### config.mk
export PLATFORM = sky130hd
export DESIGN_NAME = mersenne_sqr_mod
export DESIGN_NICKNAME = d
export VERILOG_FILES = /design/src/rtl/mersenne_pkg.sv /design/src/rtl/mersenne_fold.sv /design/src/rtl/mersenne_sqr_mod.sv
export SDC_FILE = /design/constraint.sdc
export NUM_CORES = 1
export LEC_CHECK = 0
export BUFFER_PORTS_ARGS = -buffer_cell sky130_fd_sc_hd__buf_2
export CORE_UTILIZATION = 44
export DETAILED_ROUTE_END_ITERATION = 12
export SYNTH_ARGS = -nofsm -noshare
export SYNTH_HDL_FRONTEND = slang
export SYNTH_HIERARCHICAL = 1
export SYNTH_SLANG_ARGS = --single-unit
### constraint.sdc
create_clock -name clk -period 14.6 [get_ports clk]
set_clock_uncertainty 0.15 [all_clocks]
set_input_delay 1.46 -clock clk [delete_from_list [all_inputs] [get_ports clk]]
set_output_delay 1.46 -clock clk [all_outputs]
set_load 0.02 [all_outputs]
### src/rtl/mersenne_pkg.sv
// Shared types and helpers for the Mersenne modular squarer.
package mersenne_pkg;

   typedef enum logic [2:0] {
      IDLE,
      MUL,
      FOLD1,
      FOLD2,
      FIN,
      DONE
   } state_t;

   localparam int unsigned MASK_MAX = 128;

   function automatic logic digit_ok(input int unsigned width, input int unsigned digit);
      return (digit != 0) && ((digit & (digit - 1)) == 0) && ((width % digit) == 0);
   endfunction

   function automatic logic [MASK_MAX-1:0] mersenne_mask(input int unsigned p);
      logic [MASK_MAX-1:0] one;
      one = MASK_MAX'(1);
      return (one << p) - one;
   endfunction

endpackage

### src/rtl/mersenne_fold.sv
// One Mersenne folding step: (v & M) + (v >> p), truncated to WIDTH+1 bits.
module mersenne_fold #(
   parameter int WIDTH = 32,
   parameter int VW    = 64,
   parameter int PW    = 6
) (
   input  logic [VW-1:0]  v,
   input  logic [PW-1:0]  p,
   input  logic [WIDTH:0] mask,
   output logic [WIDTH:0] f
);

   localparam int FW = WIDTH + 1;

   logic [VW-1:0] lo;
   logic [VW-1:0] hi;

   always_comb begin
      lo = v & VW'(mask);
      hi = v >> p;
      f  = FW'(lo + hi);
   end

endmodule

### src/rtl/mersenne_sqr_mod.sv
// Multi-cycle (x*x - 2*sub2) mod (2^p - 1) with runtime p and digit-serial multiply.
module mersenne_sqr_mod
   import mersenne_pkg::*;
#(
   parameter int WIDTH = 32,
   parameter int DIGIT = 4,
   localparam int PW = $clog2(WIDTH + 1)
) (
   input  logic             clk,
   input  logic             rst_n,
   input  logic             in_valid,
   output logic             in_ready,
   input  logic [WIDTH-1:0] in_x,
   input  logic [PW-1:0]    in_p,
   input  logic             in_sub2,
   output logic             out_valid,
   input  logic             out_ready,
   output logic [WIDTH-1:0] out_y,
   output logic             out_err,
   output logic             busy
);

   localparam int NDIG = WIDTH / DIGIT;
   localparam int CW   = (NDIG > 1) ? $clog2(NDIG) : 1;
   localparam int AW   = 2 * WIDTH;
   localparam int FW   = WIDTH + 1;

   if (!digit_ok(WIDTH, DIGIT)) begin : g_bad_digit
      $error("DIGIT must be a power of two that divides WIDTH");
   end
   if (WIDTH + 1 > MASK_MAX) begin : g_bad_width
      $error("WIDTH exceeds mask helper range");
   end

   state_t           state;
   logic [WIDTH-1:0] xm;
   logic [WIDTH-1:0] xs;
   logic [PW-1:0]    p_r;
   logic             sub2_r;
   logic [CW-1:0]    cnt;
   logic [AW-1:0]    acc;
   logic [FW-1:0]    t;

   logic [WIDTH-1:0] in_mask;
   logic             in_legal;
   logic [FW-1:0]    mask;
   logic [DIGIT-1:0] d;
   logic [AW-1:0]    prod;
   logic [AW-1:0]    fold_in;
   logic [FW-1:0]    fold_out;
   logic [FW-1:0]    r;
   logic [FW-1:0]    y_full;

   always_comb begin
      in_mask  = WIDTH'(mersenne_mask(32'(in_p)));
      in_legal = (32'(in_p) >= 32'd2) && (32'(in_p) <= 32'(WIDTH));
      mask     = FW'(mersenne_mask(32'(p_r)));
      // xs is a shifting copy of xm so the active digit is always its top slice
      d        = xs[WIDTH-1 -: DIGIT];
      prod     = AW'(xm) * AW'(d);
      fold_in  = (state == FOLD2) ? AW'(t) : acc;
      r        = (t == mask) ? '0 : t;
      if (!sub2_r) begin
         y_full = r;
      end else if (r >= FW'(2)) begin
         y_full = r - FW'(2);
      end else begin
         y_full = r + mask - FW'(2);
      end
   end

   // Single fold unit shared between FOLD1 (on acc) and FOLD2 (on t)
   mersenne_fold #(
      .WIDTH (WIDTH),
      .VW    (AW),
      .PW    (PW)
   ) u_fold (
      .v    (fold_in),
      .p    (p_r),
      .mask (mask),
      .f    (fold_out)
   );

   always_ff @(posedge clk or negedge rst_n) begin
      if (!rst_n) begin
         state     <= IDLE;
         in_ready  <= 1'b1;
         out_valid <= 1'b0;
         out_y     <= '0;
         out_err   <= 1'b0;
         busy      <= 1'b0;
         xm        <= '0;
         xs        <= '0;
         p_r       <= '0;
         sub2_r    <= 1'b0;
         cnt       <= '0;
         acc       <= '0;
         t         <= '0;
      end else begin
         case (state)
            IDLE: begin
               if (in_valid && in_ready) begin
                  xm       <= in_x & in_mask;
                  xs       <= in_x & in_mask;
                  p_r      <= in_p;
                  sub2_r   <= in_sub2;
                  acc      <= '0;
                  cnt      <= CW'(NDIG - 1);
                  in_ready <= 1'b0;
                  busy     <= 1'b1;
                  if (in_legal) begin
                     state <= MUL;
                  end else begin
                     state     <= DONE;
                     out_y     <= '0;
                     out_err   <= 1'b1;
                     out_valid <= 1'b1;
                  end
               end
            end
            MUL: begin
               acc <= (acc << DIGIT) + prod;
               xs  <= xs << DIGIT;
               if (cnt == '0) begin
                  state <= FOLD1;
               end else begin
                  cnt <= cnt - CW'(1);
               end
            end
            FOLD1: begin
               t     <= fold_out;
               state <= FOLD2;
            end
            FOLD2: begin
               t     <= fold_out;
               state <= FIN;
            end
            FIN: begin
               out_y     <= WIDTH'(y_full);
               out_err   <= 1'b0;
               out_valid <= 1'b1;
               state     <= DONE;
            end
            DONE: begin
               if (out_ready) begin
                  out_valid <= 1'b0;
                  in_ready  <= 1'b1;
                  busy      <= 1'b0;
                  state     <= IDLE;
               end
            end
            default: state <= IDLE;
         endcase
      end
   end

endmodule

==> impl_results.md <==
- Fmax achieved: 122 MHz
- Iteration count of the initial detailed-routing pass: 5
- Number of synthesized flops with an enable pin: 0
- Status: finished clean
- Worst slew pin tran: 1100 ps
- Top_reg_cell synth: dfrtp_1
- Initial detailed-routing violation count: 2217
- Worst r2r src: p_r[5]
- Yosys cell types: 95
- Root buf cell: clkbuf_16
- Fin crit share: 56.2%
- Setup tns final: 0 ps
- Synth Warn #: 6
- Clock Sinks: 210
- Initial core utilization: 45.0%
- Die ar.: 56400 µm²
- Seq/Total Area, Yosys: 21.6%
- Unrepaired setup endpoints after global routing: false
- Arrival time at the worst endpoint: 8530 ps
- TritonCTS clock tree: built
- Hold path depth: 1
- CTS HTree Levels: 1
- Fill count: 5390
- Register bit total from synthesis: 210
- Hold path start: cnt[0]
- Final Max Tran Viols: 0
- DPL Wire Length: 62.5 mm
- R2R depth: 25
- Routed wire length: 82.5 mm
- Detail Route Antenna Nets: 0
- Synth Instances: 3040
- GP Congestion: 0.987
- ANT cells: 0
- Worst setup SP type: flop
- Core Rows: 85
- Initial antenna violation count: 0
- Slew HR: 26.5%
- First-pass GRT wire length: 129 mm
- Syn Nets: 3318
- Final min period: 8200 ps
- Via density: 6.18
- Reg-to-reg slack, setup: 6400 ps
- Num ports: 79
- Asr flop ratio synth: 100%
- Pwr dens: 241 nW/µm²
- Area occupied by multi-input gates: 17500 µm²
- Syn_area_per_cell: 8.02 µm²
- Worst endpoint required time: 14930 ps
- Worst-path maximum fanout: 39
- DRC violations left: 0
- Largest stage delay, worst path: 610 ps
- Total global-route track usage: 29.1%
- Clock transition at path regs: 60 ps
- Post-Syn Area: 24400 µm²
- Vias: 22868
- Worst Hold End: cnt[0]
- Worst Hold Class: reg2reg
- Maximum vdd drop: 0.154 mV
- Chip Height: 237 µm
- Post-DR wirelength/cell: 22.3 µm
- Crit. End Element: flop
- Final hold vios: 0
- CP Class: reg2reg
- Total core area: 54200 µm²
- Number of global-route vias before repair: 22272
- Worst-skew pair later-pin latency: 610 ps
- Post-CTS Resized: 0
- Die Wd: 237 µm
- Max Cap Viol: 0
- Clock Tree Buf Depth: 3
- Slowest cell on crit path: ha_1
- Fraction of layout cells with a size suffix above 1: 10.7%
- Gr ovfl total: 0
- Setup Fix Bufs, Post-CTS: 0
- RR Endpoint: out_y[1]
- Largest net degree at the start of global routing: 96
- Area Growth Syn to Fin: 7.01%
- Cts-stage hold buffer count: 0
- Nets: 3260
- Reg area: 5270 µm²
- Placed cell count: 3647
- Non-Filler Instances: 3700
- Setup violators final: 0
- Num CTS Buffers: 29
- Port bufs: 78
- Leak: 12.3 nW
-- metal layers --
layer	GRT usage [%]	share of wire, %	routed length (µm)
met5	0	0	0
met4	11.6	4.5	3700
met3	4.23	6.4	5270
met2	46.7	45	37200
met1	39.4	44	36300
-- flip-flops by register name, summed over array words and instances (netlist names) --
signal / flops
out_err: 1
acc: 64
p_r: 6
out_valid: 1
xs: 32
in_ready: 1
sub2_r: 1
t: 33
busy: 1
out_y: 32
cnt: 3
xm: 32
state: 3
-- synth_stat cells, drive strengths merged, types with 47 or more instances --
| library cell | number | area, µm² |
|---|---|---|
| a21o | 63 | 473 |
| nand3 | 118 | 591 |
| nor3 | 47 | 235 |
| o21ai | 212 | 1060 |
| mux2 | 72 | 811 |
| and2 | 121 | 757 |
| xnor2 | 82 | 718 |
| fa | 93 | 1860 |
| buf | 55 | 313 |
| ha | 142 | 1780 |
| xor2 | 61 | 534 |
| clkbuf | 144 | 541 |
| a21oi | 194 | 990 |
| inv | 207 | 777 |
| dfrtp | 209 | 5230 |
| nor2 | 165 | 622 |
| nand2 | 446 | 1670 |
| mux2i | 93 | 931 |
-- kinds of logic (layout without fill, tap and decap cells) --
| family | Yosys count | after routing | share of synthesized area (%) |
|---|---|---|---|
| AO/OA/AOI/OAI | 749 | 749 | 19.7 |
| flip-flops | 210 | 210 | 21.6 |
| buffers and inverters | 410 | 374 | 6.77 |
| adder cells (fa/ha/maj) | 235 | 235 | 14.9 |
| multiplexers | 203 | 203 | 10.6 |
| XOR/XNOR | 143 | 143 | 5.14 |
| AND/OR/NAND/NOR | 1090 | 1090 | 21.2 |
-- how the worst max path moves through the flow --
stage / startpoint / endpoint / slack [ps] / cells after the start
after global routing: p_r[5] / out_y[1] / 5900 / 25
after floorplan: p_r[5] / out_y[31] / 7660 / 33
after global placement: p_r[5] / out_y[31] / 6780 / 30
final: p_r[5] / out_y[1] / 6400 / 25
after CTS: p_r[5] / out_y[23] / 6570 / 30
after detailed placement: p_r[5] / out_y[23] / 6570 / 30
-- placed cells by master, fill, tap and decap left out, drive strengths merged, types with 38 or more instances in the layout --
master,instances
ha,142
and2,121
nand2,446
xor2,61
buf,110
o21ai,212
and3,42
xnor2,82
a21o,63
nor3,47
a211oi,40
dfrtp,209
a21oi,194
clkbuf,39
mux2i,93
nor2,165
mux2,72
nand3,118
fa,93
mux4,38
inv,211
-- critical path: cells and delay by family, from the launching register on --
family,cells,cell delay [ps]
buf+inv,6,1550
compound gates,3,810
mux,1,470
flops,1,400
simple gates,13,3880
fa+ha+maj,2,800
-- layout make-up --
cell class	count	share of cell area [%]
clock buffer	39	3.12
clock inverter	14	0.690
inverter	211	3.05
multi-input combinational	2420	67.1
sequential	210	20.2
tap	696	3.34
timing repair buffer	110	2.45
-- stage by stage --
step | utilization [%] | setup slack, ps | total power, mW | hold WS [ps] | cell area [µm²]
after floorplan | - | 7660 | 4.23 | 290 | 24400
after global placement | 46.3 | 6780 | 5.42 | 300 | 25100
after detailed placement | 46.3 | 6570 | 5.45 | 315 | 25100
after CTS | 48.1 | 6570 | 6.24 | 324 | 26100
after global routing | 48.1 | 5900 | 6.76 | 348 | 26100
final | 48.1 | 6400 | 6.30 | 317 | 26100
-- report_power, final --
| group | switching, mW | internal [mW] |
|---|---|---|
| Combinational | 2.69 | 1.65 |
| Clock | 0.303 | 0.446 |
| Sequential | 0.417 | 0.794 |
(Power assumes the default switching activity.)
